--- config.mk ---
export PLATFORM = sky130hd
export DESIGN_NAME = shift_sequencer
export DESIGN_NICKNAME = d
export VERILOG_FILES = /design/src/rtl/shift_sequencer.sv
export SDC_FILE = /design/constraint.sdc
export NUM_CORES = 1
export LEC_CHECK = 0
export ABC_AREA = 1
export CAP_MARGIN = 30
export CORE_AREA = 5 5 52 66
export DETAILED_ROUTE_END_ITERATION = 10
export DIE_AREA = 0 0 57 71
export PLACE_DENSITY = 0.75
export SLEW_MARGIN = 5
export SYNTH_ARGS = -nofsm -noshare
export SYNTH_HDL_FRONTEND = slang
export SYNTH_SLANG_ARGS = --single-unit
--- constraint.sdc ---
create_clock -name clk -period 3.1 [get_ports clk]
set_input_delay 0.62 -clock clk [delete_from_list [all_inputs] [get_ports clk]]
set_output_delay 0.62 -clock clk [all_outputs]
set_load 0.005 [all_outputs]
--- src/rtl/shift_sequencer.sv ---
`default_nettype none
// ============================================================================
// Module      : shift_sequencer
// Description : Control stage for an external 8-bit left/right shift register.
//               Accepts a job (byte, direction, count), loads the register,
//               lets it shift the requested number of cycles, then captures
//               the register output and offers it on a valid/ready port.
//               Optional macro SHIFT_SEQ_CLAMP_EN clamps the shift count to
//               WIDTH at accept (same result, shorter latency).
// Revision    : 1.0 - initial release
// ============================================================================
module shift_sequencer #(
  parameter int WIDTH = 8,
  parameter int CNT_W = 4
) (
  input  logic             clk,
  input  logic             reset,
  input  logic             in_valid,
  output logic             in_ready,
  input  logic [WIDTH-1:0] in_data,
  input  logic             in_dir,
  input  logic [CNT_W-1:0] in_count,
  output logic             sr_load_enable,
  output logic             sr_left_right_shift,
  output logic [WIDTH-1:0] sr_i,
  input  logic [WIDTH-1:0] sr_q,
  output logic             out_valid,
  input  logic             out_ready,
  output logic [WIDTH-1:0] out_data
);

  typedef enum logic [2:0] {
    IDLE  = 3'd0,
    LOAD  = 3'd1,
    SHIFT = 3'd2,
    CAPT  = 3'd3,
    DONE  = 3'd4
  } state_t;

  localparam logic [CNT_W-1:0] C_ONE_CNT = CNT_W'(1);
`ifdef SHIFT_SEQ_CLAMP_EN
  localparam logic [CNT_W-1:0] C_MAX_CNT = CNT_W'(WIDTH);
`endif

  state_t           state;
  logic [WIDTH-1:0] data_r;
  logic             dir_r;
  logic [CNT_W-1:0] cnt_r;
  logic [CNT_W-1:0] w_accept_cnt;

  // Count latched at accept; optionally clamped since shifts past WIDTH only add zeros
`ifdef SHIFT_SEQ_CLAMP_EN
  assign w_accept_cnt = (in_count > C_MAX_CNT) ? C_MAX_CNT : in_count;
`else
  assign w_accept_cnt = in_count;
`endif

  // Moore decode: the register reloads data_r in every state but SHIFT
  assign in_ready            = (state == IDLE);
  assign sr_load_enable      = (state == SHIFT);
  assign sr_i                = data_r;
  assign sr_left_right_shift = dir_r;

  // Sequencer FSM: job latch, shift counting, result capture and output handshake
  always_ff @(posedge clk or negedge reset) begin
    if (!reset) begin
      state     <= IDLE;
      data_r    <= '0;
      dir_r     <= 1'b0;
      cnt_r     <= '0;
      out_valid <= 1'b0;
      out_data  <= '0;
    end else begin
      case (state)
        IDLE: begin
          if (in_valid) begin
            data_r <= in_data;
            dir_r  <= in_dir;
            cnt_r  <= w_accept_cnt;
            state  <= LOAD;
          end
        end
        LOAD: begin
          // Register loads data_r on this edge; zero-count jobs skip shifting
          if (cnt_r == '0) state <= CAPT;
          else             state <= SHIFT;
        end
        SHIFT: begin
          cnt_r <= cnt_r - C_ONE_CNT;
          if (cnt_r == C_ONE_CNT) state <= CAPT;
        end
        CAPT: begin
          // Register output holds the final shifted value during this cycle
          out_data  <= sr_q;
          out_valid <= 1'b1;
          state     <= DONE;
        end
        DONE: begin
          if (out_ready) begin
            out_valid <= 1'b0;
            state     <= IDLE;
          end
        end
        default: state <= IDLE;
      endcase
    end
  end

endmodule
`default_nettype wire

# After elaboration in Yosys (flattened, before gate mapping)
# Cells that the tools add are included.
[op_classes]
n_addsub = 1
n_eq_ne = 8
muxes = 9
n_reduce_logical = 8
[op_table]
columns = ["cell", "n"]
rows = [
  ["$pmux 3 s5", 1],
  ["$mux 3", 3],
  ["$pmux 4 s2", 1],
  ["$eq 3x2->1 const B", 2],
  ["$reduce_and 2->1", 3],
  ["$eq 4x1->1 const B", 1],
  ["$logic_not 4->1", 1],
  ["$mux 4", 1],
  ["$ne 2x2->1 const B", 2],
  ["$reduce_bool 2->1", 2],
  ["$sub 4x1->4 const B", 1],
  ["$eq 3x1->1 const B", 1],
  ["$eq 3x3->1 const B", 1],
  ["$logic_not 3->1", 1],
  ["$reduce_and 3->1", 1],
  ["$mux 1", 2],
  ["$ne 2x1->1 const B", 1],
  ["$pmux 1 s2", 1],
]
[word_totals]
reg_bits = 25
input_bits = 25
output_inout_bits = 20
wordCells = 32

# Logic depth before layout (Yosys ltp)
# Gate-level depths: netlist of the first run.
[logic_depth]
depth_word = 3
depth_mapped = 6
mapped_depth_nobuf = 6

# Worst setup path after synthesis of the first run
# OpenSTA, ideal clock, no wires.
[synth_timing]
path_type = "register to output"
from = "reg state[2]"
to = "out in_ready"
arrival_ns = 0.880
required_time_ns = 2.480
slack_ns = 1.600
path_stages_with_launch = 5
n_path_buf = 1
cell_sequence = "dfrtp_1 > inv_1 > buf_2 > nand2_1 > inv_1"
[synth_between]
elab_chain_cells = 1
[synth_rtl]
columns = ["element", "line_no", "text"]
rows = [
  ["start: declaration", "45", "state_t state;"],
  ["start signal: assignment", "67", "state <= IDLE;"],
  ["start signal: assignment", "80", "state <= LOAD;"],
  ["start signal: assignment", "85", "if (cnt_r == '0) state <= CAPT;"],
  ["$logic_not 3->1", "59", "assign in_ready = (state == IDLE);"],
  ["end: declaration", "19", "output logic in_ready,"],
]
# Every way passes these cells.

# Worst setup path after layout of the first run
# Ends and elaborated chain as after synthesis.

==> flow_metrics.env, run 1 <==
export IMPL_leading_cell_types_in_the_layout_fill_and_taps_excluded="sky130_fd_sc_hd__nand2_1 (66), sky130_fd_sc_hd__clkdlybuf4s50_1 (44), sky130_fd_sc_hd__dfrtp_1 (25)"
export IMPL_mappedNetlistArea_um2=1170
export IMPL_die_width_um=57
export IMPL_critical_path_class="reg2out"
export IMPL_r2r_start="state[2]"
export IMPL_post_route_util_pct=59.7
export IMPL_timing_critical_path_cells="inv_1 -> nand2_1 -> inv_1 -> clkdlybuf4s50_1"
export IMPL_ctsRootBufferMaster="sky130_fd_sc_hd__clkbuf_4"
export IMPL_port_buffers=44
export IMPL_clk_path_buf_depth=2
export IMPL_worst_hold_check_slack_ns=0.486
export IMPL_cp_data_required_time_ns=2.48
export IMPL_holdCritStartpoint="out_data[6]"
export IMPL_timing_critical_path_to_type="output pin"
export IMPL_n_antenna_cell=0
export IMPL_maxCapViolCount=0
export IMPL_clk_pin_slew_worst_paths_ns=0.13
export IMPL_cp_common_cell="sky130_fd_sc_hd__inv_1"
export IMPL_grt_util_all_layers_pct=14.5
export IMPL_cp_max_fo=14
export IMPL_rr_worst_depth=5
export IMPL_power_per_cell_area_nw_per_um2=921
export IMPL_crit_arrival_ns=1.81
export IMPL_routed_via_density=4.77
export IMPL_hold_ep="out_data[6]"
export IMPL_post_synth_top_area_fraction_pct=53.4
export IMPL_finClkSkew_ns=0.00207
export IMPL_grt_max_degree=26
export IMPL_postRouteAntennaNets=0
export IMPL_cts_setup_buffers=0
export IMPL_chipHeight_um=71
export IMPL_cts_tree="done"
export IMPL_worst_slew_pin_slew_ns=0.456
export IMPL_layout_area_overhead_vs_synth_pct=43.1
export IMPL_seq_area_frac_synth_pct=53.4
export IMPL_slew_limit_headroom_pct=69.6
export IMPL_grt_pass1_wl_um=4690
export IMPL_coreArea_um2=2810
export IMPL_std_cell_rows=22
export IMPL_layout_net_count=217
export IMPL_reg2reg_to="cnt_r[1]"
export IMPL_p_leak_nw=0.837
export IMPL_synth_cells=141
export IMPL_most_frequent_standard_cell_in_the_layout_excluding_fill_and_tap_cells="sky130_fd_sc_hd__nand2_1"
export IMPL_final_layout_size_suffix_gt1_share_pct=6.91
export IMPL_finalInstanceArea_um2=1680
export IMPL_worstHoldPathType="reg2reg"
export IMPL_number_of_global_route_vias_before_repair=1097
export IMPL_initial_util_pct=41.7
export IMPL_status="complete, no violations"
export IMPL_postCtsResizedCells=0
export IMPL_synthesis_nets=169
export IMPL_fillerInstances=265
export IMPL_whs_path_depth=2
export IMPL_yosys_register_bits=25
export IMPL_worstSetupStartpoint="state[2]"
export IMPL_fmaxAchievable_ghz=0.412
export IMPL_cts_buffers_inserted=3
export IMPL_synthTopCellsByArea="sky130_fd_sc_hd__dfrtp_1 (53%), sky130_fd_sc_hd__nand2_1 (21%), sky130_fd_sc_hd__nand3_1 (5.6%)"
export IMPL_period_needed_ns=2.43
export IMPL_htreeDepth=1
export IMPL_final_max_slew_viol_count=0
export IMPL_dieArea_um2=4050
export IMPL_worstSkewPairLatency_ns=0.31
export IMPL_grt_overflow_total=0
export IMPL_start_kind="register"
export IMPL_hpwl_um=2220
export IMPL_detailroute_via_count=1069
export IMPL_grt_antenna_before_repair=0
export IMPL_wl_um=2760
export IMPL_ir_drop_mv=0.503
export IMPL_slowest_stage_delay_cp_ns=0.51
export IMPL_min_period_over_period_pct=78.4
export IMPL_drt_pass1_iter_count=4
export IMPL_critical_path_slowest_cell="sky130_fd_sc_hd__clkdlybuf4s50_1"
export IMPL_synth_largest_area_cell="sky130_fd_sc_hd__dfrtp_1"
export IMPL_synth_yosys_warnings=0
export IMPL_cts_hold_buf=0
export IMPL_tns_ns=0
export IMPL_cts_sinks=25
export IMPL_drtIter0Drc=15
export IMPL_dpl_instance_area_um2=1650
export IMPL_drcViolationCount=0
export IMPL_synthDistinctLibCells=19
export IMPL_setup_viol=0
export IMPL_post_synth_cell_area_avg_um2=8.31
export IMPL_finalHoldViolCount=0
export IMPL_gpl_final_weighted_congestion=0.741
export IMPL_regToRegSetupSlack_ns=1.61
export IMPL_io_pins=45
export IMPL_wire_per_inst_um=12.3
export IMPL_setup_repair_after_global_routing_missed_its_margin="no"
-- worst max path at each step --
stage	slack (ns)	end
2_1_floorplan	1.60	in_ready
6_report	0.67	in_ready
4_1_cts	0.66	in_ready
5_1_grt	0.57	in_ready
3_3_place_gp	1.09	in_ready
3_5_place_dp	1.03	in_ready
-- cells in the mapped netlist (all sizes together) --
cell	instances
nor2	8
nand3	14
ha	3
nand4	2
nand3b	2
nor3	1
buf	2
nand2	67
dfrtp	25
or2	1
inv	12
o21ai	4
-- state kept, by name, summed over array words and instances, names as in the netlist --
register,count
cnt_r,4
out_data,8
out_valid,1
sr_i,8
sr_left_right_shift,1
state,3
-- per-stage QoR --
step	total power, mW	instances	setup slack, ns
after global placement	1.39	220	1.09
after global routing	1.69	224	0.571
after floorplan	1.02	141	1.60
after CTS	1.57	224	0.660
final	1.54	224	0.670
after detailed placement	1.42	220	1.03
-- cell families (layout without fill, tap and decap cells) --
kind of cell | count (synthesis) | after routing | share of synthesized area (%)
buf+inv | 14 | 61 | 5.23
flops | 25 | 25 | 53.4
compound gates | 4 | 4 | 2.67
fa+ha+maj | 3 | 3 | 3.21
simple gates | 95 | 95 | 35.5
-- cell type report --
type | instances | area (um2) | share of cell area [%]
Sequential cell | 25 | 626 | 37.3
Multi-Input combinational cell | 102 | 484 | 28.9
Timing Repair Buffer | 45 | 448 | 26.7
Inverter | 12 | 45.0 | 2.69
Tap cell | 36 | 45.0 | 2.69
Clock buffer | 3 | 22.5 | 1.34
Clock inverter | 1 | 5.00 | 0.299
-- where the power goes --
part | switching [mW] | internal, mW | total (mW)
sequential | 0.114 | 0.486 | 0.600
combinational | 0.399 | 0.404 | 0.804
clock | 0.0922 | 0.0482 | 0.140
total | 0.605 | 0.939 | 1.54
-- critical path, delay by kind of cell, from the launching register on --
| kind | cells | cell delay [ns] |
|---|---|---|
| flops | 1 | 0.45 |
| simple gates | 1 | 0.10 |
| buf+inv | 3 | 0.95 |
-- per-layer routing --
layer  up-vias  track usage (%)  part of all wire, %
met5         -                0                    0
met4         0             7.47                  2.0
met3         4             2.37                  3.4
met2        17             25.9                   55
met1       517             16.2                   40
li1        531                -                    -
Note: power is estimated with default switching activity, not from simulation.
==> run 2: changes to the inputs <==
--- a/config.mk
+++ b/config.mk
@@ -7,10 +7,10 @@
 export LEC_CHECK = 0
 export ABC_AREA = 1
 export CAP_MARGIN = 30
-export CORE_AREA = 5 5 52 66
+export CORE_AREA = 5 5 56 70
 export DETAILED_ROUTE_END_ITERATION = 10
-export DIE_AREA = 0 0 57 71
-export PLACE_DENSITY = 0.75
+export DIE_AREA = 0 0 61 75
+export PLACE_DENSITY = 0.68
 export SLEW_MARGIN = 5
 export SYNTH_ARGS = -nofsm -noshare
 export SYNTH_HDL_FRONTEND = slang
==> constraint.sdc (replaced) <==
create_clock -name clk -period 2.1 [get_ports clk]
set_input_delay 0.42 -clock clk [delete_from_list [all_inputs] [get_ports clk]]
set_output_delay 0.42 -clock clk [all_outputs]
set_load 0.005 [all_outputs]
==> run 2 against run 1 <==
Total power is 53% higher. Routed wire length is 0.58% lower. Global-route usage is 1.4 points lower. Largest power group unchanged. Critical path depth is the same. Clock skew up 0.0014 ns. Sequential power increased by 49%. Via count is 2.6% lower. Non-clock buffer count up 1. Clock power up 89%.
==> flow_metrics.env, run 2 (synthesis gave the netlist of run 1 again) <==
export IMPL_power_per_cell_area_nw_per_um2=1390
export IMPL_pwr_share_clk_pct=11.2
export IMPL_detailedPlace_worstSlack_ns=0.335
export IMPL_detailroute_via_count=1041
export IMPL_drt_pass1_iter_count=4
export IMPL_htreeDepth=1
export IMPL_drtIter0Drc=33
export IMPL_setup_repair_after_global_routing_missed_its_margin="no"
export IMPL_wire_per_inst_um=12.1
export IMPL_comb_power_share_pct=51.2
export IMPL_p_seq_share_pct=37.7
export IMPL_final_layout_size_suffix_gt1_share_pct=7.94
export IMPL_cp_max_fo=7
export IMPL_finalInstanceArea_um2=1710
export IMPL_drcViolationCount=0
export IMPL_std_cell_rows=23
export IMPL_ir_drop_mv=0.661
export IMPL_routed_via_density=4.61
export IMPL_hold_ep="out_data[1]"
export IMPL_timing_critical_path_max_delay_family="buffers and inverters"
export IMPL_cts_buffers_inserted=3
export IMPL_layout_area_overhead_vs_synth_pct=45.7
export IMPL_power_share_switching_pct=37.9
export IMPL_whs_path_depth=2
export IMPL_n_antenna_cell=0
export IMPL_clk_path_buf_depth=2
export IMPL_maxCapViolCount=0
export IMPL_critPathBufInv=2
export IMPL_cp_data_required_time_ns=1.68
export IMPL_worstHoldPathType="reg2reg"
export IMPL_cts_setup_buffers=0
export IMPL_hpwl_um=2200
export IMPL_cts_hold_buf=0
export IMPL_cts_tree="done"
export IMPL_grt_util_all_layers_pct=13.1
export IMPL_dpl_instance_area_um2=1660
export IMPL_coreArea_um2=3170
export IMPL_cellInternalPower_mw=1.47
export IMPL_slew_limit_headroom_pct=71.3
export IMPL_setup_viol=0
export IMPL_timing_critical_path_to_type="output pin"
export IMPL_period_needed_ns=1.99
export IMPL_reg2reg_to="cnt_r[1]"
export IMPL_postRouteAntennaNets=0
export IMPL_gpl_final_weighted_congestion=0.785
export IMPL_grt_pass1_wl_um=4580
export IMPL_status="complete, no violations"
export IMPL_finalHoldViolCount=0
export IMPL_tns_ns=0
export IMPL_leading_cell_types_in_the_layout_fill_and_taps_excluded="sky130_fd_sc_hd__nand2_1 (65), sky130_fd_sc_hd__clkdlybuf4s50_1 (44), sky130_fd_sc_hd__dfrtp_1 (25)"
export IMPL_p_leak_nw=0.847
export IMPL_worst_slew_pin_slew_ns=0.425
export IMPL_slowest_stage_delay_cp_ns=0.50
export IMPL_start_kind="register"
export IMPL_timing_critical_path_cells="nor2_4 -> nand2_1 -> inv_1 -> clkdlybuf4s50_1"
export IMPL_most_frequent_standard_cell_in_the_layout_excluding_fill_and_tap_cells="sky130_fd_sc_hd__nand2_1"
export IMPL_regToRegSetupSlack_ns=0.77
export IMPL_port_buffers=44
export IMPL_dieArea_um2=4580
export IMPL_chipHeight_um=75
export IMPL_io_pins=45
export IMPL_r2r_start="state[2]"
export IMPL_final_max_slew_viol_count=0
export IMPL_ctsRootBufferMaster="sky130_fd_sc_hd__clkbuf_8"
export IMPL_p_sw_mw=0.897
export IMPL_worstSkewPairLatency_ns=0.25
export IMPL_die_width_um=61
export IMPL_critical_path_slowest_cell="sky130_fd_sc_hd__clkdlybuf4s50_1"
export IMPL_cts_sinks=25
export IMPL_holdCritStartpoint="out_data[1]"
export IMPL_critical_path_class="reg2out"
export IMPL_layout_net_count=218
export IMPL_clk_pin_slew_worst_paths_ns=0.08
export IMPL_grt_overflow_total=0
export IMPL_grt_max_degree=26
export IMPL_finClkSkew_ns=0.00344
export IMPL_number_of_global_route_vias_before_repair=1082
export IMPL_initial_util_pct=37.0
export IMPL_fmaxAchievable_ghz=0.503
export IMPL_min_period_over_period_pct=94.7
export IMPL_postLayoutSetupSlackWorst_ns=0.112
export IMPL_wl_um=2740
export IMPL_rr_worst_depth=6
export IMPL_grt_antenna_before_repair=0
export IMPL_postCtsResizedCells=0
export IMPL_crit_arrival_ns=1.57
## run 2: worst register-to-register path, stage by stage, from the launching register on
cell                      delay (ns)
sky130_fd_sc_hd__dfrtp_1        0.43
sky130_fd_sc_hd__inv_1          0.09
sky130_fd_sc_hd__buf_4          0.20
sky130_fd_sc_hd__nand3_4        0.19
sky130_fd_sc_hd__inv_2          0.20
sky130_fd_sc_hd__nand2_1        0.08
sky130_fd_sc_hd__nand3_1        0.07
## run 2: cell type report
| type | count | area [um2] |
|---|---|---|
| clock buffers | 4 | 45.0 |
| fillers | 318 | 1460 |
| inverters | 12 | 45.0 |
| multi-input cells | 102 | 489 |
| flip-flops and latches | 25 | 626 |
| well taps | 37 | 46.3 |
| repair buffers | 46 | 455 |
## run 2: worst max path at each step
stage | start | end | slack [ns] | cells past startpoint
6_report | state[1] | in_ready | 0.11 | 4
5_1_grt | state[2] | sr_load_enable | 0.02 | 4
4_1_cts | state[2] | sr_load_enable | 0.05 | 4
3_5_place_dp | state[2] | sr_load_enable | 0.34 | 4
3_3_place_gp | state[2] | sr_load_enable | 0.39 | 4
2_1_floorplan | state[2] | in_ready | 0.80 | 4
## run 2: layer usage
layer | global-route usage (%) | share of wire, % | vias to the layer above
met3 | 0.515 | 2.3 | 4
li1 | - | - | 533
met5 | 0 | 0 | -
met4 | 5.06 | 1.8 | 0
met1 | 16.1 | 40 | 480
met2 | 23.9 | 56 | 24
## run 2: power by group through the flow
stage	Sequential, mW	Clock (mW)	Combinational (mW)
after floorplan	0.888	0	0.625
after global placement	0.882	0	1.19
after detailed placement	0.893	0	1.22
after CTS	0.887	0.280	1.22
after global routing	0.927	0.291	1.38
final	0.892	0.264	1.21
## run 2: through the flow
| stage | total power, mW | instances | util, % | hold WS, ns |
|---|---|---|---|---|
| 5_1_grt | 2.60 | 226 | 53.9 | 0.506 |
| 4_1_cts | 2.39 | 226 | 53.8 | 0.479 |
| 6_report | 2.37 | 226 | 53.9 | 0.475 |
| 3_3_place_gp | 2.07 | 222 | 52.3 | 0.455 |
| 3_5_place_dp | 2.11 | 222 | 52.3 | 0.458 |
| 2_1_floorplan | 1.51 | 141 | - | 0.124 |
==> run 3: changes to the inputs <==
--- a/config.mk
+++ b/config.mk
@@ -11,6 +11,7 @@
 export DETAILED_ROUTE_END_ITERATION = 10
 export DIE_AREA = 0 0 61 75
 export PLACE_DENSITY = 0.68
+export SKIP_LAST_GASP = 1
 export SLEW_MARGIN = 5
 export SYNTH_ARGS = -nofsm -noshare
 export SYNTH_HDL_FRONTEND = slang
==> results of run 3 <==
No change in the layout: final DEF, timing and power equal those of run 2.
